[config.mk]
export PLATFORM = sky130hd
export DESIGN_NAME = mdu_hilo
export DESIGN_NICKNAME = d
export VERILOG_FILES = /design/src/rtl/mdu_hilo.sv
export SDC_FILE = /design/constraint.sdc
export NUM_CORES = 1
export LEC_CHECK = 0
export BUFFER_PORTS_ARGS = -buffer_cell sky130_fd_sc_hd__clkbuf_2
export CORE_UTILIZATION = 35
export CTS_BUF_LIST = sky130_fd_sc_hd__clkbuf_4 sky130_fd_sc_hd__clkbuf_8 sky130_fd_sc_hd__clkbuf_16
export CTS_CLUSTER_DIAMETER = 100
export CTS_CLUSTER_SIZE = 24
export DETAILED_ROUTE_END_ITERATION = 10
export GPL_ROUTABILITY_DRIVEN = 0
export PLACE_DENSITY = 0.63
export SLEW_MARGIN = 20
export SYNTH_ARGS = -nofsm -noshare
export SYNTH_HDL_FRONTEND = slang
export SYNTH_SLANG_ARGS = --single-unit
export TNS_END_PERCENT = 30
[constraint.sdc]
create_clock -name clk -period 8.9 [get_ports clk]
set_input_delay 1.78 -clock clk [delete_from_list [all_inputs] [get_ports clk]]
set_output_delay 1.78 -clock clk [all_outputs]
set_load 0.01 [all_outputs]
[src/rtl/mdu_hilo.sv]
// mdu_hilo: iterative multiply/divide unit holding the architectural HI/LO
// registers. MULT/MULTU use radix-2 shift-add; DIV/DIVU use restoring
// division. Both run 32 CALC cycles on magnitudes, then one FIX cycle that
// applies the sign correction and writes HI/LO.
//
// Handshake: start is accepted only on an IDLE edge without flush. Once
// accepted, busy stays high until the FIX edge; done pulses for one cycle
// after HI/LO take a new mult/div result. Callers must hold off
// MFHI/MFLO/MTHI/MTLO and new starts while busy (mthi/mtlo/start are ignored
// then).
module mdu_hilo #(
  parameter int WIDTH = 32,
  parameter int CNT_W = 6
) (
  input  logic             clk,
  input  logic             clr,
  input  logic             start,
  input  logic [1:0]       op,
  input  logic [WIDTH-1:0] a,
  input  logic [WIDTH-1:0] b,
  input  logic             flush,
  input  logic             mthi,
  input  logic             mtlo,
  input  logic [WIDTH-1:0] wd,
  output logic [WIDTH-1:0] hi,
  output logic [WIDTH-1:0] lo,
  output logic             busy,
  output logic             done,
  output logic [1:0]       dbg_state_o
);

  localparam logic [1:0] S_IDLE = 2'd0;
  localparam logic [1:0] S_CALC = 2'd1;
  localparam logic [1:0] S_FIX  = 2'd2;

  localparam logic [WIDTH-1:0]   ONE_W   = WIDTH'(1);
  localparam logic [2*WIDTH-1:0] ONE_2W  = (2*WIDTH)'(1);
  localparam logic [CNT_W-1:0]   CNT_ONE = CNT_W'(1);
  localparam logic [CNT_W-1:0]   CNT_END = CNT_W'(WIDTH-1);

  logic [1:0]         state_q, state_d;
  logic [1:0]         op_q, op_d;
  logic [WIDTH-1:0]   a_q, a_d;       // multiplicand / dividend (shifts left in div)
  logic [WIDTH-1:0]   b_q, b_d;       // multiplier (shifts right) / divisor
  logic               sa_q, sa_d;
  logic               sb_q, sb_d;
  logic [2*WIDTH-1:0] acc_q, acc_d;   // product, or {remainder, quotient}
  logic [CNT_W-1:0]   cnt_q, cnt_d;
  logic [WIDTH-1:0]   hi_q, hi_d;
  logic [WIDTH-1:0]   lo_q, lo_d;
  logic               done_q, done_d;

  logic [WIDTH-1:0]   a_abs, b_abs;
  logic [WIDTH:0]     mul_sum;
  logic [WIDTH:0]     div_shift;
  logic [WIDTH:0]     div_trial;
  logic               div_ok;
  logic [2*WIDTH-1:0] prod_neg;
  logic [WIDTH-1:0]   quot_neg, rem_neg;
  logic               fix_signed;
  logic [WIDTH-1:0]   fix_hi, fix_lo;

  // Operand magnitudes, per-cycle arithmetic and the FIX-cycle sign correction.
  always_comb begin
    a_abs      = a[WIDTH-1] ? (~a + ONE_W) : a;
    b_abs      = b[WIDTH-1] ? (~b + ONE_W) : b;
    mul_sum    = {1'b0, acc_q[2*WIDTH-1:WIDTH]} + (b_q[0] ? {1'b0, a_q} : '0);
    div_shift  = {acc_q[2*WIDTH-1:WIDTH], a_q[WIDTH-1]};
    div_trial  = div_shift - {1'b0, b_q};
    div_ok     = ~div_trial[WIDTH];
    prod_neg   = ~acc_q + ONE_2W;
    quot_neg   = ~acc_q[WIDTH-1:0] + ONE_W;
    rem_neg    = ~acc_q[2*WIDTH-1:WIDTH] + ONE_W;
    fix_signed = ~op_q[0];
    if (op_q[1]) begin
      fix_lo = (fix_signed && (sa_q ^ sb_q)) ? quot_neg : acc_q[WIDTH-1:0];
      fix_hi = (fix_signed && sa_q) ? rem_neg : acc_q[2*WIDTH-1:WIDTH];
    end else begin
      {fix_hi, fix_lo} = (fix_signed && (sa_q ^ sb_q)) ? prod_neg : acc_q;
    end
  end

  // Next-state logic for the FSM, datapath and HI/LO.
  always_comb begin
    state_d = state_q;
    op_d    = op_q;
    a_d     = a_q;
    b_d     = b_q;
    sa_d    = sa_q;
    sb_d    = sb_q;
    acc_d   = acc_q;
    cnt_d   = cnt_q;
    hi_d    = hi_q;
    lo_d    = lo_q;
    done_d  = 1'b0;
    case (state_q)
      S_IDLE: begin
        if (mthi) hi_d = wd;
        if (mtlo) lo_d = wd;
        if (start && !flush) begin
          state_d = S_CALC;
          op_d    = op;
          acc_d   = '0;
          cnt_d   = '0;
          if (!op[0]) begin
            a_d  = a_abs;
            b_d  = b_abs;
            sa_d = a[WIDTH-1];
            sb_d = b[WIDTH-1];
          end else begin
            a_d  = a;
            b_d  = b;
            sa_d = 1'b0;
            sb_d = 1'b0;
          end
        end
      end
      S_CALC: begin
        if (flush) begin
          state_d = S_IDLE;
        end else begin
          if (op_q[1]) begin
            acc_d = {(div_ok ? div_trial[WIDTH-1:0] : div_shift[WIDTH-1:0]),
                     acc_q[WIDTH-2:0], div_ok};
            a_d   = a_q << 1;
          end else begin
            acc_d = {mul_sum, acc_q[WIDTH-1:1]};
            b_d   = b_q >> 1;
          end
          cnt_d = cnt_q + CNT_ONE;
          if (cnt_q == CNT_END) state_d = S_FIX;
        end
      end
      S_FIX: begin
        state_d = S_IDLE;
        if (!flush) begin
          hi_d   = fix_hi;
          lo_d   = fix_lo;
          done_d = 1'b1;
        end
      end
      default: state_d = S_IDLE;
    endcase
  end

  // State registers with asynchronous clear.
  always_ff @(posedge clk or posedge clr) begin
    if (clr) begin
      state_q <= S_IDLE;
      op_q    <= '0;
      a_q     <= '0;
      b_q     <= '0;
      sa_q    <= 1'b0;
      sb_q    <= 1'b0;
      acc_q   <= '0;
      cnt_q   <= '0;
      hi_q    <= '0;
      lo_q    <= '0;
      done_q  <= 1'b0;
    end else begin
      state_q <= state_d;
      op_q    <= op_d;
      a_q     <= a_d;
      b_q     <= b_d;
      sa_q    <= sa_d;
      sb_q    <= sb_d;
      acc_q   <= acc_d;
      cnt_q   <= cnt_d;
      hi_q    <= hi_d;
      lo_q    <= lo_d;
      done_q  <= done_d;
    end
  end

  assign hi          = hi_q;
  assign lo          = lo_q;
  assign done        = done_q;
  assign busy        = (state_q != S_IDLE);
  assign dbg_state_o = state_q;

endmodule

==> results.yml, run 1 <==
critical_path:
  r2r_cells: 11
  cp-startpoint: "acc_q[32]"
  r2r_start: "acc_q[32]"
  cp_max_fo: 33
  startpoint_type: "register"
  r2r_slack_ns: 4.55
  crit_type: "register to register"
  critPathArrivalTime_ns: 4.72
  required_ns: 9.28
  cp-end-kind: "register"
floorplanning:
  dieArea_um2: 46800
  fp-row-count: 78
  die_w_um: 216
  die_h_um: 216
  core-area_um2: 45300
  initial_core_util_pct: 35.5
  ios: 172
detailed_routing:
  drc: 0
  drt_pass1_iterations: 8
  via_per_inst: 5.84
  wire_per_inst_um: 19.9
  postRouteWirelength_um: 52500
  num_vias: 15400
  ant_nets: 0
  drtIter0Drc: 1325
cells_and_area:
  final_common_cell: "nand2_1"
  drive_above_1_share_pct: 12.1
  nets: 2207
  final_cell_mix: "238 x nand2_1, 204 x dfrtp_1, 202 x o21ai_0, 171 x clkbuf_2, 113 x a21oi_1"
  stdcell_count: 2637
  syn_to_final_growth_pct: 11.0
timing:
  rsz0062_at_grt: "false"
  max_slew.worst_pin.slew_ns: 1.05
  finalSetupTns_ns: 0
  slew_headroom_pct: 29.8
  fin_crit_sh_pct: 48.8
  max_freq_ghz: 0.230
  slew_viol_final: 0
  finalCriticalPeriod_ns: 4.35
  setup_viol: 0
  fin_skew_ns: 0.0401
  finalHoldViolations: 0
power:
  ir_drop_mv: 0.184
  power_density_nw_per_um2: 333
  p_leak_nw: 8.02
clocking:
  numCtsBuffers: 14
  cts_resized: 0
  path_clk_slew_ns: 0.10
  clock_path_buffers: 3
  tritoncts: "done"
  clock_sinks: 205
  h-tree-depth: 1
  post_cts_buffers: 0
  clock-root-buffer: "clkbuf_16"
  cts_hold_buffers: 0
  clk_latency_ns: 0.52
place:
  place_inst: 2615
  io_buffers: 171
  hpwl_um: 39500
grt:
  grt_start_max_net_pins: 131
  grt_pass1_wl_um: 82000
  grt_antenna_before_repair: 0
  overflow: 0
  grt_pass1_vias: 15000
  track_usage_pct: 21.9
synthesis:
  ys_seq_area_share_pct: 31.9
  avgSynthCellArea_um2: 8.22
  ys_types: 78
  synth_area_leaders: "dfrtp_1 32%, o21ai_0 6.3%, nand2_1 5.6%"
  netlist_area_um2: 16100
  syn-instance-count: 1955
  synth_warnings: 0
  synth_top_area_share_pct: 31.9
  synth_ff_type: "dfrtp_1"
  synth_top_area_cell: "dfrtp_1"
  synth_edf_count: 0
  synth_seq_cells: 205
  async_reset_ff_share_pct: 100
  synth_nets: 2131
run_status:
  status: "completed"
run:
  drv_cap: 0
worst_hold_path:
  hold_depth: 2
  hp-class: "register to register"
  hp-start: "lo[2]"
[sequential cells by signal, indices dropped and copies added (netlist names)]
| name | flops |
|---|---|
| dbg_state_o | 2 |
| cnt_q | 6 |
| done | 1 |
| sb_q | 1 |
| acc_q | 64 |
| a_q | 32 |
| lo | 32 |
| b_q | 32 |
| sa_q | 1 |
| op_q | 2 |
| hi | 32 |
[synth_stat cells (6+ instances only)]
cell type  instances
o41ai_1            9
o31a_1             7
or2_2              9
o221ai_1          53
a21oi_1          114
or3_1             14
ha_1              70
a21boi_0          23
nor4_1            15
o211ai_1          12
nor2b_1            9
a211oi_1          10
clkbuf_1         115
o21bai_1          12
a22oi_1           18
nor2_1           101
o31ai_1           55
mux2i_1           64
o21ai_0          202
buf_2              9
a31oi_1           17
nand4_1           21
a211o_1            6
and2_1            37
nor3_1            44
dfrtp_1          205
or4_1             14
nand3_1           20
xor2_1            66
xnor2_1          102
nand2_1          238
a21o_1            26
nand3b_1           7
inv_1             73
and3_1            19
o21a_1             9
nand2b_1          23
o22ai_1           31
[cells by family after synthesis]
logic type      count (synthesis)  share of synthesized area [%]
compound gates                650                           26.3
xor+xnor                      168                           9.16
fa+ha+maj                      72                           5.70
flops                         205                           31.9
mux                            69                           4.34
buf+inv                       202                           4.88
simple gates                  589                           17.7
[final timing paths]
check | endpoint
setup / recovery | acc_q[60]
hold / removal | lo[2]
setup reg to reg | acc_q[60]
hold reg to reg | lo[2]
max in group asynchronous | op_q[1]
min in group asynchronous | hi[19]
[worst max-delay path, stage by stage, from the launching register on]
cell and delay [ns]:
dfrtp_1 0.61, inv_1 0.29, fa_1 0.50, nand2b_1 0.19, a21oi_1 0.36, o211ai_1 0.19, and3_1 0.24, a2111o_1 0.49
o211ai_4 0.13, buf_4 0.48, mux2_2 0.39, a221o_1 0.31
[per-layer routing]
metal | wire length [um] | vias up | part of all wire, % | track usage (%)
li1 | - | 7273 | - | -
met1 | 21900 | 7445 | 42 | 27.6
met2 | 25300 | 543 | 48 | 37.3
met3 | 2930 | 143 | 5.6 | 2.46
met4 | 2390 | 0 | 4.5 | 10.1
met5 | 0 | - | 0 | 0
[report_power, final]
part	total (mW)	internal (mW)	switching [mW]
sequential	1.64	1.25	0.389
combinational	3.56	1.35	2.21
clock	0.733	0.350	0.382
[through the flow]
stage	hold slack (ns)	total power, mW	instance area, um^2	setup slack (ns)	utilization [%]
final	0.491	5.94	17800	4.55	39.4
after global routing	0.519	6.36	17800	4.44	39.4
after global placement	0.462	5.09	17400	4.24	38.3
after CTS	0.494	5.90	17800	4.68	39.4
after detailed placement	0.473	5.16	17400	4.24	38.3
after floorplan	0.464	4.07	16100	1.52	-
[cell type report]
class	instances	area (um^2)
clock inverters	6	92.6
diodes	1	2.50
flip-flops and latches	205	5130
clock buffers	15	375
multi-input cells	1548	10200
well taps	600	751
inverters	74	285
fillers	4603	27500
repair buffers	188	987
Power figures use the tool's default switching activity.
==> run 2, diff against run 1 <==
- PLACE_DENSITY: 0.63 -> 0.65
- clock period: 8.9 -> 3.9 ns (I/O delays scaled with it)
==> run 2 against run 1 <==
  * Routed wire length grew 0.16%
  * Critical path depth shrank 3
  * Sequential power grew 120%
  * Combinational power grew 140%
  * Critical path type unchanged
  * Critical endpoint is now hi[5]
  * Largest cell class unchanged
  * Highest routed layer is now met5
==> results.yml, run 2 (same netlist as run 1, synthesis figures left out) <==
grt:
  grt_pass1_wl_um: 82700
  grt_antenna_before_repair: 2
  busiest_layer: "met2"
  met2_usage_pct: 37.6
  track_usage_pct: 22.0
  grt_use_met3_pct: 2.30
  grtUsageMet1_pct: 29.1
  overflow: 0
  grt_pass1_vias: 14900
  grt_start_max_net_pins: 64
clocking:
  cts_hold_buffers: 0
  path_clk_slew_ns: 0.10
  post_cts_buffers: 0
  clock_sinks: 205
  tritoncts: "done"
  numCtsBuffers: 13
  clk_latency_ns: 0.50
  cts_resized: 0
  h-tree-depth: 1
  clock_path_buffers: 3
  clock-root-buffer: "clkbuf_16"
cells_and_area:
  final_cell_mix: "238 x nand2_1, 204 x dfrtp_1, 202 x o21ai_0, 171 x clkbuf_2, 113 x a21oi_1"
  largest_register_ffs: 64
  drive_above_1_share_pct: 13.8
  final_common_cell: "nand2_1"
  syn_to_final_growth_pct: 12.7
  finalInstanceArea_um2: 18100
  regMostFlops: "acc_q"
  nets: 2250
  num_antenna_cells: 0
timing:
  finalHoldViolations: 0
  slew_headroom_pct: 30.7
  slew_viol_final: 0
  max_slew.worst_pin.slew_ns: 1.04
  max_freq_ghz: 0.282
  fin_skew_ns: 0.0331
  finalCriticalPeriod_ns: 3.54
  rsz0062_at_grt: "false"
  fin_crit_sh_pct: 90.9
  setup_viol: 0
  finalSetupTns_ns: 0
floorplanning:
  ios: 172
  fp-row-count: 78
  dieArea_um2: 46800
  core-area_um2: 45300
  die_h_um: 216
  initial_core_util_pct: 35.5
  die_w_um: 216
place:
  io_buffers: 171
  hpwl_um: 40600
  placed_area_um2: 17700
detailed_routing:
  drc: 0
  drtIter0Drc: 1634
  drt_pass1_iterations: 5
  via_per_inst: 5.81
  postRouteWirelength_um: 52600
  wire_per_inst_um: 19.7
  ant_nets: 0
  num_vias: 15600
power:
  pwr-share-clk_pct: 11.2
  p_sw_mw: 6.77
  p_int_mw: 6.81
  power_density_nw_per_um2: 750
  power_frac_seq_pct: 26.7
  p_sw_share_pct: 49.8
  p_leak_nw: 8.20
  combPwrFrac_pct: 62.1
  ir_drop_mv: 0.380
critical_path:
  crit_type: "register to register"
  r2r_cells: 8
  cp-startpoint: "acc_q[5]"
  critPathArrivalTime_ns: 3.94
  cp_max_fo: 7
  required_ns: 4.30
  cp-end-kind: "register"
  r2r_start: "acc_q[5]"
  startpoint_type: "register"
worst_hold_path:
  hp-class: "primary input to async pin"
run:
  drv_cap: 0
run_status:
  status: "completed"
run 2: cell types whose count changed in the layout (fill, tap and decap cells not counted), moves of 2 or more:
cell,change
inv_6,-2
buf_4,+44
clkbuf_16,-2
clkinvlp_4,+2
run 2: worst paths after layout:
check	to	slack (ns)
max reg2reg	hi[5]	0.36
min in group clk	lo[26]	0.48
min reg2reg	lo[26]	0.48
min	lo[24]	0.25
max	hi[5]	0.36
max in group asynchronous	lo[26]	2.52
run 2: stage by stage:
stage / setup WS (ns) / util [%] / cells / power, mW / hold WS [ns]
global route: 0.101 / 40.0 / 2677 / 14.5 / 0.260
floorplan: 0.462 / - / 1955 / 9.29 / 0.464
finish: 0.357 / 40.0 / 2677 / 13.6 / 0.246
CTS: 0.389 / 40.0 / 2677 / 13.5 / 0.248
detailed placement: 0.450 / 39.1 / 2659 / 12.0 / 0.468
global placement: 0.496 / 39.1 / 2659 / 11.8 / 0.463
run 2: metal layers:
metal	vias up	routed length (um)
met5	-	8
met4	2	1550
met3	101	2990
met2	545	25500
met1	7549	22600
li1	7369	-
run 2: critical path, cell delays in order, from the launching register on:
cell      delay (ns)
dfrtp_1         0.48
or4_4           0.55
nor4b_1         0.37
nor4b_1         0.58
a21boi_0        0.35
o41ai_1         0.54
xnor2_1         0.29
mux2i_1         0.13
o21ai_0         0.15
run 2: area by class of cell:
class                   count  area [um^2]
multi-input cells        1548        10200
repair buffers            232         1330
fillers                  4586        27200
flip-flops and latches    205         5130
clock buffers              13          325
clock inverters             5         70.1
inverters                  74          282
well taps                 600          751
run 2: power groups by stage:
| stage | Combinational [mW] | Clock, mW | Sequential [mW] |
|---|---|---|---|
| after floorplan | 5.79 | 0 | 3.50 |
| after global placement | 8.19 | 0 | 3.63 |
| after detailed placement | 8.30 | 0 | 3.65 |
| after CTS | 8.34 | 1.53 | 3.61 |
| after global routing | 9.25 | 1.59 | 3.70 |
| final | 8.43 | 1.51 | 3.63 |
